**src/rtl/mem_lsu_pkg.sv**
```systemverilog
// Shared types for the memory-stage load/store unit: funct3 encodings, access sizes,
// FSM states and the pipeline interconnection record.
package mem_lsu_pkg;

    localparam int LSU_XLEN   = 64;
    localparam int LSU_STRB_W = LSU_XLEN / 8;

    localparam logic [2:0] F3_LB  = 3'b000;
    localparam logic [2:0] F3_LH  = 3'b001;
    localparam logic [2:0] F3_LW  = 3'b010;
    localparam logic [2:0] F3_LD  = 3'b011;
    localparam logic [2:0] F3_LBU = 3'b100;
    localparam logic [2:0] F3_LHU = 3'b101;
    localparam logic [2:0] F3_LWU = 3'b110;
    localparam logic [2:0] F3_SB  = 3'b000;
    localparam logic [2:0] F3_SH  = 3'b001;
    localparam logic [2:0] F3_SW  = 3'b010;
    localparam logic [2:0] F3_SD  = 3'b011;

    localparam logic [1:0] SZ_B = 2'd0;
    localparam logic [1:0] SZ_H = 2'd1;
    localparam logic [1:0] SZ_W = 2'd2;
    localparam logic [1:0] SZ_D = 2'd3;

    typedef enum logic [1:0] {
        ST_IDLE,
        ST_REQ,
        ST_RESP
    } lsu_state_t;

    typedef struct packed {
        logic                is_valid;
        logic [4:0]          rd;
        logic                rf_we;
        logic                mem_rd;
        logic                mem_wr;
        logic [2:0]          funct3;
        logic [LSU_XLEN-1:0] mem_addr;
        logic [LSU_XLEN-1:0] mem_data;
        logic [LSU_XLEN-1:0] rf_wr_data;
    } interconnection_struct;

    function automatic logic is_misaligned(input logic [2:0] off, input logic [1:0] size);
        logic mis;
        case (size)
            SZ_B:    mis = 1'b0;
            SZ_H:    mis = off[0];
            SZ_W:    mis = |off[1:0];
            default: mis = |off;
        endcase
        return mis;
    endfunction

endpackage

```
**src/rtl/mem_lsu_if.sv**
```systemverilog
// Single-outstanding request/grant/response data-memory port.
interface mem_lsu_if;
    import mem_lsu_pkg::*;

    logic                    dmem_req;
    logic                    dmem_we;
    logic [LSU_XLEN-1:0]     dmem_addr;
    logic [LSU_STRB_W-1:0]   dmem_be;
    logic [LSU_XLEN-1:0]     dmem_wdata;
    logic                    dmem_gnt;
    logic                    dmem_rvalid;
    logic [LSU_XLEN-1:0]     dmem_rdata;

    modport master (
        output dmem_req, dmem_we, dmem_addr, dmem_be, dmem_wdata,
        input  dmem_gnt, dmem_rvalid, dmem_rdata
    );

    modport slave (
        input  dmem_req, dmem_we, dmem_addr, dmem_be, dmem_wdata,
        output dmem_gnt, dmem_rvalid, dmem_rdata
    );

endinterface

```
**src/rtl/mem_lsu_align.sv**
```systemverilog
// Combinational lane steering: store byte-enables/data placement and load extract/extend.
module mem_lsu_align import mem_lsu_pkg::*; #(
    parameter int XLEN   = LSU_XLEN,
    parameter int STRB_W = XLEN / 8
) (
    input  logic [2:0]        off,
    input  logic [1:0]        size,
    input  logic              zext,
    input  logic [XLEN-1:0]   st_data,
    input  logic [XLEN-1:0]   rdata,
    output logic [STRB_W-1:0] be,
    output logic [XLEN-1:0]   wdata,
    output logic [XLEN-1:0]   ld_data
);

    logic [STRB_W-1:0] be_mask;
    logic [XLEN-1:0]   data_mask;
    logic [XLEN-1:0]   sh;
    logic [5:0]        bit_off;

    assign bit_off = {off, 3'b000};

    always_comb begin
        be_mask   = '0;
        data_mask = '0;
        case (size)
            SZ_B: begin
                be_mask   = STRB_W'(8'h01);
                data_mask = {{(XLEN-8){1'b0}}, 8'hFF};
            end
            SZ_H: begin
                be_mask   = STRB_W'(8'h03);
                data_mask = {{(XLEN-16){1'b0}}, 16'hFFFF};
            end
            SZ_W: begin
                be_mask   = STRB_W'(8'h0F);
                data_mask = {{(XLEN-32){1'b0}}, 32'hFFFF_FFFF};
            end
            default: begin
                be_mask   = '1;
                data_mask = '1;
            end
        endcase
    end

    // Bytes outside the enabled lanes are forced to zero rather than left as garbage.
    assign be    = be_mask << off;
    assign wdata = (st_data & data_mask) << bit_off;
    assign sh    = rdata >> bit_off;

    always_comb begin
        ld_data = sh;
        case (size)
            SZ_B:    ld_data = {{(XLEN-8){~zext & sh[7]}}, sh[7:0]};
            SZ_H:    ld_data = {{(XLEN-16){~zext & sh[15]}}, sh[15:0]};
            SZ_W:    ld_data = {{(XLEN-32){~zext & sh[31]}}, sh[31:0]};
            default: ld_data = sh;
        endcase
    end

endmodule

```
**src/rtl/mem_lsu.sv**
```systemverilog
// Memory-stage load/store unit: captures one aligned access, runs it over the
// request/grant/response port while stalling upstream, then hands the result to WB.
module mem_lsu import mem_lsu_pkg::*; #(
    parameter int XLEN   = LSU_XLEN,
    parameter int STRB_W = XLEN / 8
) (
    input  logic                 clk,
    input  logic                 rst,
    input  interconnection_struct i_struct,
    output interconnection_struct o_struct,
    output logic                 o_stall,
    output logic                 o_misalign,
    mem_lsu_if.master            bus
);

    lsu_state_t            state_q, state_d;
    interconnection_struct cap_q, cap_d;
    interconnection_struct o_struct_q, o_struct_d;
    logic                  o_misalign_q, o_misalign_d;
    logic                  mem_op;
    logic                  req;
    logic [STRB_W-1:0]     al_be;
    logic [XLEN-1:0]       al_wdata;
    logic [XLEN-1:0]       al_ld;

    mem_lsu_align #(.XLEN(XLEN), .STRB_W(STRB_W)) u_align (
        .off     (cap_q.mem_addr[2:0]),
        .size    (cap_q.funct3[1:0]),
        .zext    (cap_q.funct3[2]),
        .st_data (cap_q.mem_data),
        .rdata   (bus.dmem_rdata),
        .be      (al_be),
        .wdata   (al_wdata),
        .ld_data (al_ld)
    );

    assign mem_op = i_struct.is_valid & (i_struct.mem_rd | i_struct.mem_wr);

    always_comb begin
        state_d             = state_q;
        cap_d               = cap_q;
        o_struct_d          = o_struct_q;
        o_struct_d.is_valid = 1'b0;
        o_misalign_d        = 1'b0;
        o_stall             = 1'b0;
        case (state_q)
            ST_IDLE: begin
                if (mem_op && is_misaligned(i_struct.mem_addr[2:0], i_struct.funct3[1:0])) begin
                    o_struct_d          = i_struct;
                    o_struct_d.is_valid = 1'b0;
                    o_misalign_d        = 1'b1;
                end else if (mem_op) begin
                    cap_d        = i_struct;
                    // rd+wr together behaves as a load
                    cap_d.mem_wr = i_struct.mem_wr & ~i_struct.mem_rd;
                    state_d      = ST_REQ;
                    o_stall      = 1'b1;
                end else begin
                    o_struct_d = i_struct;
                end
            end
            ST_REQ: begin
                o_stall = 1'b1;
                if (bus.dmem_gnt) begin
                    if (cap_q.mem_wr) begin
                        state_d    = ST_IDLE;
                        o_struct_d = cap_q;
                        o_stall    = 1'b0;
                    end else if (bus.dmem_rvalid) begin
                        state_d               = ST_IDLE;
                        o_struct_d            = cap_q;
                        o_struct_d.rf_wr_data = al_ld;
                        o_stall               = 1'b0;
                    end else begin
                        state_d = ST_RESP;
                    end
                end
            end
            ST_RESP: begin
                o_stall = 1'b1;
                if (bus.dmem_rvalid) begin
                    state_d               = ST_IDLE;
                    o_struct_d            = cap_q;
                    o_struct_d.rf_wr_data = al_ld;
                    o_stall               = 1'b0;
                end
            end
            default: state_d = ST_IDLE;
        endcase
    end

    always_ff @(posedge clk or posedge rst) begin
        if (rst) begin
            state_q      <= ST_IDLE;
            cap_q        <= '0;
            o_struct_q   <= '0;
            o_misalign_q <= 1'b0;
        end else begin
            state_q      <= state_d;
            cap_q        <= cap_d;
            o_struct_q   <= o_struct_d;
            o_misalign_q <= o_misalign_d;
        end
    end

    // Port fields are only meaningful while a request is being offered.
    assign req             = (state_q == ST_REQ);
    assign bus.dmem_req    = req;
    assign bus.dmem_we     = req & cap_q.mem_wr;
    assign bus.dmem_addr   = req ? {cap_q.mem_addr[XLEN-1:3], 3'b000} : '0;
    assign bus.dmem_be     = req ? al_be : '0;
    assign bus.dmem_wdata  = req ? al_wdata : '0;

    assign o_struct   = o_struct_q;
    assign o_misalign = o_misalign_q;

endmodule

```
**src/flat_wrapper.sv**
```systemverilog
// flat-port wrapper written by rule: the top's interface ports become plain ports
module mem_lsu_flat import mem_lsu_pkg::*;
#(
    parameter int XLEN   = LSU_XLEN,
    parameter int STRB_W = XLEN / 8
)
  (clk, rst, i_struct, o_struct, o_stall, o_misalign, bus_dmem_req, bus_dmem_we, bus_dmem_addr, bus_dmem_be, bus_dmem_wdata, bus_dmem_gnt, bus_dmem_rvalid, bus_dmem_rdata);
  mem_lsu_if bus_i ();
  input  logic clk;
  input  logic rst;
  input  interconnection_struct i_struct;
  output interconnection_struct o_struct;
  output logic o_stall;
  output logic o_misalign;
  output wire logic [$bits(bus_i.dmem_req)-1:0] bus_dmem_req;
  output wire logic [$bits(bus_i.dmem_we)-1:0] bus_dmem_we;
  output wire logic [$bits(bus_i.dmem_addr)-1:0] bus_dmem_addr;
  output wire logic [$bits(bus_i.dmem_be)-1:0] bus_dmem_be;
  output wire logic [$bits(bus_i.dmem_wdata)-1:0] bus_dmem_wdata;
  input wire logic [$bits(bus_i.dmem_gnt)-1:0] bus_dmem_gnt;
  input wire logic [$bits(bus_i.dmem_rvalid)-1:0] bus_dmem_rvalid;
  input wire logic [$bits(bus_i.dmem_rdata)-1:0] bus_dmem_rdata;
  assign bus_dmem_req = bus_i.dmem_req;
  assign bus_dmem_we = bus_i.dmem_we;
  assign bus_dmem_addr = bus_i.dmem_addr;
  assign bus_dmem_be = bus_i.dmem_be;
  assign bus_dmem_wdata = bus_i.dmem_wdata;
  assign bus_i.dmem_gnt = bus_dmem_gnt;
  assign bus_i.dmem_rvalid = bus_dmem_rvalid;
  assign bus_i.dmem_rdata = bus_dmem_rdata;
  mem_lsu #(.XLEN(XLEN), .STRB_W(STRB_W)) u_core (.clk(clk), .rst(rst), .i_struct(i_struct), .o_struct(o_struct), .o_stall(o_stall), .o_misalign(o_misalign), .bus(bus_i));
endmodule
```
**config.mk**
```make
export PLATFORM = sky130hd
export DESIGN_NAME = mem_lsu_flat
export DESIGN_NICKNAME = d
export VERILOG_FILES = /design/src/rtl/mem_lsu_pkg.sv /design/src/rtl/mem_lsu_if.sv /design/src/rtl/mem_lsu_align.sv /design/src/rtl/mem_lsu.sv /design/src/flat_wrapper.sv
export SDC_FILE = /design/constraint.sdc
export NUM_CORES = 1
export LEC_CHECK = 0
export CAP_MARGIN = 40
export CORE_AREA = 2 2 242 244
export CTS_BUF_LIST = sky130_fd_sc_hd__clkbuf_4 sky130_fd_sc_hd__clkbuf_8
export CTS_CLUSTER_SIZE = 20
export DETAILED_ROUTE_END_ITERATION = 6
export DIE_AREA = 0 0 244 246
export GPL_TIMING_DRIVEN = 0
export PLACE_DENSITY = 0.65
export SLEW_MARGIN = 20
export SYNTH_ARGS = -nofsm -noshare
export SYNTH_HDL_FRONTEND = slang
export SYNTH_SLANG_ARGS = --single-unit
```
**constraint.sdc**
```tcl
create_clock -name clk -period 37.5 [get_ports clk]
set_input_delay 7.5 -clock clk [delete_from_list [all_inputs] [get_ports clk]]
set_output_delay 7.5 -clock clk [all_outputs]
set_load 0.1 [all_outputs]
```
==> impl_metrics.json, run 1 <==
{
  "outcome": "finished, violations left",
  "violations": "design-rule violations",
  "vias": 22900,
  "wl_per_cell_microns": 31.3,
  "cts_sinks": 411,
  "startpoint_type": "input pin",
  "chipHeight_microns": 246,
  "async_reset_ff_frac": 1.00,
  "drive_above_1_share": 0.288,
  "period_share": 0.490,
  "core_area_sq_um": 57400,
  "nets": 3220,
  "syn_avg_cell_area_sq_um": 11.1,
  "fin_setup_tns_ps": 0,
  "critPathMaxFanout": 10,
  "ios": 616,
  "drv_slew": 0,
  "routed_via_density": 6.06,
  "path_depth": 9,
  "crit_chain": "clkdlybuf4s50_1 -> a211oi_1 -> o211ai_2 -> buf_8 -> clkbuf_1 -> buf_2 -> o221ai_1 -> clkdlybuf4s50_1 -> buf_16",
  "synth-edff-count": 0,
  "antenna_found_initial": 9,
  "grt_max_degree": 108,
  "p_leak_nw": 16.1,
  "grt_pass1_wl_microns": 169000,
  "combPwrFrac": 0.608,
  "internal-power_w": 0.00155,
  "die_w_microns": 244,
  "crit_buf_inv": 6,
  "setup.worst_path.end": "o_stall",
  "synthesis.area_sq_um": 21400,
  "postPlaceCellArea_sq_um": 36000,
  "r2r-start": "u_core.state_q[1]",
  "final_cell_area_sq_um": 37600,
  "drc": 6,
  "worst_slew_pin_slew_ps": 929,
  "area_delta_synth_final_pct": 76.0,
  "ys_seq_area_frac": 0.481,
  "crit_family": "buffers and inverters",
  "dp_hpwl_microns": 88700,
  "grt_pass1_vias": 24300,
  "synth_cell_types": 60,
  "rsz0062_at_grt": "no",
  "dieArea_sq_um": 60000,
  "worst_ep_arrival_time_ps": 10880,
  "first_iter_violations": 3259,
  "p_sw_frac": 0.485,
  "cp_data_required_time_ps": 30000,
  "slowest_stage": "clkdlybuf4s50_1",
  "seq_power_share": 0.232,
  "crit_path_frequent_cell": "clkdlybuf4s50_1",
  "synth_seq_cells": 411,
  "relSlewSlack": 0.381,
  "drt_wl_total_microns": 118000,
  "period_minus_slack_ps": 18380,
  "hold_class": "flip-flop to flip-flop",
  "firstDrtPassIters": 7,
  "ff2ff_setup_slack_ps": 34740,
  "cp_slowest_stage_delay_ps": 600,
  "clk_latency_ps": 680,
  "power_density_nw_per_um2": 80.1,
  "ant_nets": 0,
  "critPathCaptureType": "primary output",
  "pwr-share-clk": 0.160,
  "cap_violations": 0,
  "clockRootBuffer": "clkbuf_8",
  "rows": 88,
  "clock_path_buffers": 3,
  "power_switching_w": 0.00146,
  "grtUsageTotal": 0.386,
  "postCtsHoldBufs": 0,
  "cts_resized": 0,
  "overflow": 0,
  "cts_buffers": 73,
  "critPathLaunch": "i_struct[192]",
  "synth_ff_type": "dfrtp_1",
  "htree_levels": 3,
  "critPathKind": "input pin to primary output",
  "post-cts-setup-buffer-count": 0,
  "start_util": 0.372,
  "gp_congestion": 1.01,
  "io_buffers": 611,
  "hold_viol": 0,
  "fmax_mhz": 54.4,
  "r2r_cells": 6,
  "cts_tree": "done",
  "worstReg2RegEnd": "u_core.o_struct[133]",
  "yosysWarnings": 0,
  "path_clk_slew_ps": 50,
  "skew_ps": 29.1,
  "postSynthCellCount": 1918,
  "ir_drop_uv": 60.9,
  "setup_viol": 0
}
power groups by stage:
| stage | clock network [W] | logic (W) | registers (W) |
|---|---|---|---|
| 5_1_grt | 0.000506 | 0.00188 | 0.000706 |
| 2_1_floorplan | 0 | 0.000576 | 0.00107 |
| 4_1_cts | 0.000487 | 0.00182 | 0.000691 |
| 3_3_place_gp | 0 | 0.00139 | 0.000680 |
| 6_report | 0.000483 | 0.00183 | 0.000699 |
| 3_5_place_dp | 0 | 0.00180 | 0.000691 |
sequential cells by signal, indices dropped and copies added, names as in the netlist:
signal / flops
u_core.cap_q: 204
u_core.o_misalign: 1
u_core.o_struct: 204
u_core.state_q: 2
cell usage in the layout (no fill, tap or decap), types with 10 or more instances in the layout:
| master | count |
|---|---|
| a22oi_1 | 39 |
| mux4_2 | 28 |
| mux2i_1 | 52 |
| buf_1 | 10 |
| or2_2 | 20 |
| a21oi_1 | 82 |
| inv_1 | 151 |
| a32oi_1 | 16 |
| nor2b_1 | 21 |
| buf_16 | 193 |
| and2_1 | 63 |
| nor2_1 | 69 |
| nand3_1 | 24 |
| mux2_2 | 234 |
| clkbuf_4 | 17 |
| buf_6 | 12 |
| clkbuf_8 | 92 |
| nor3_1 | 11 |
| o21ai_0 | 77 |
| nand2b_1 | 14 |
| o21ai_1 | 17 |
| buf_2 | 55 |
| a222oi_1 | 179 |
| a211oi_1 | 11 |
| dfrtp_1 | 411 |
| a2bb2oi_1 | 15 |
| o21ai_2 | 20 |
| buf_8 | 147 |
| clkdlybuf4s50_1 | 604 |
| a22o_1 | 10 |
| clkbuf_1 | 107 |
| nand2_1 | 75 |
stage by stage:
stage / hold WS [ps] / utilization / setup slack [ps] / cells / power, W
after floorplan: 435 / - / 18560 / 1920 / 0.00164
after global placement: 465 / 0.496 / 13650 / 3296 / 0.00207
after detailed placement: 461 / 0.627 / 19160 / 3638 / 0.00249
after CTS: 477 / 0.655 / 19130 / 3766 / 0.00300
after global routing: 485 / 0.656 / 19030 / 3769 / 0.00309
final: 477 / 0.656 / 19120 / 3770 / 0.00301
layer usage:
metal / wire length [microns] / global-route usage / share of wire
met1: 41000 / 0.429 / 0.35
met2: 57600 / 0.654 / 0.49
met3: 10800 / 0.100 / 0.092
met4: 8760 / 0.254 / 0.074
met5: 28 / 0 / 0.00024
cell usage after synthesis (all sizes together) (20+ instances only):
cell type,number,area (sq um)
buf,79,498
o21ai,114,646
a21oi,82,410
or2,20,125
nand3,24,120
dfrtp,411,10300
nor2b,21,131
nand2,75,282
clkbuf,108,405
a222oi,179,1790
mux4,28,631
inv,153,577
mux2,234,2640
nor2,71,272
and2,64,400
a22oi,39,293
mux2i,52,521
cell families after synthesis:
group,share of synthesized area
AO/OA/AOI/OAI,0.190
flip-flops,0.481
buffers and inverters,0.0695
AND/OR/NAND/NOR,0.0821
multiplexers,0.177
other,0.000176
layout make-up:
type / instances / area [sq um]
clock inverter: 19 / 240
inverter: 154 / 588
antenna: 4 / 10.0
clock buffer: 109 / 1390
multi-input combinational: 1168 / 9610
sequential: 411 / 10300
tap: 765 / 957
buffer: 187 / 905
timing repair buffer: 953 / 13600
fill: 3986 / 19800
how the worst min path moves through the flow:
stage / startpoint / endpoint / slack, ps / cells after the start
after floorplan: u_core.cap_q[203] / u_core.cap_q[203] / 440 / 1
after global placement: u_core.cap_q[199] / u_core.o_struct[199] / 460 / 2
after detailed placement: u_core.cap_q[203] / u_core.cap_q[203] / 460 / 1
after CTS: u_core.cap_q[203] / u_core.cap_q[203] / 480 / 1
after global routing: u_core.cap_q[203] / u_core.cap_q[203] / 480 / 1
final: u_core.cap_q[203] / u_core.cap_q[203] / 480 / 1
No activity file was read; power rests on OpenSTA's default activity.
==> run 2: changes to the inputs <==
==> constraint.sdc (replaced) <==
create_clock -name clk -period 18.15 [get_ports clk]
set_input_delay 3.63 -clock clk [delete_from_list [all_inputs] [get_ports clk]]
set_output_delay 3.63 -clock clk [all_outputs]
set_load 0.1 [all_outputs]
==> results of run 2 <==
Same layout as run 1 (identical final DEF). Status: finished, violations left: design-rule violations.
Main changes from that run: setup slack after placement 19160 ps -> 7550 ps; setup slack after layout 19120 ps -> 7510 ps; register-to-register setup slack 34740 ps -> 15390 ps; total power 0.00301 W -> 0.00623 W; worst IR drop on VDD 60.9 uV -> 126 uV
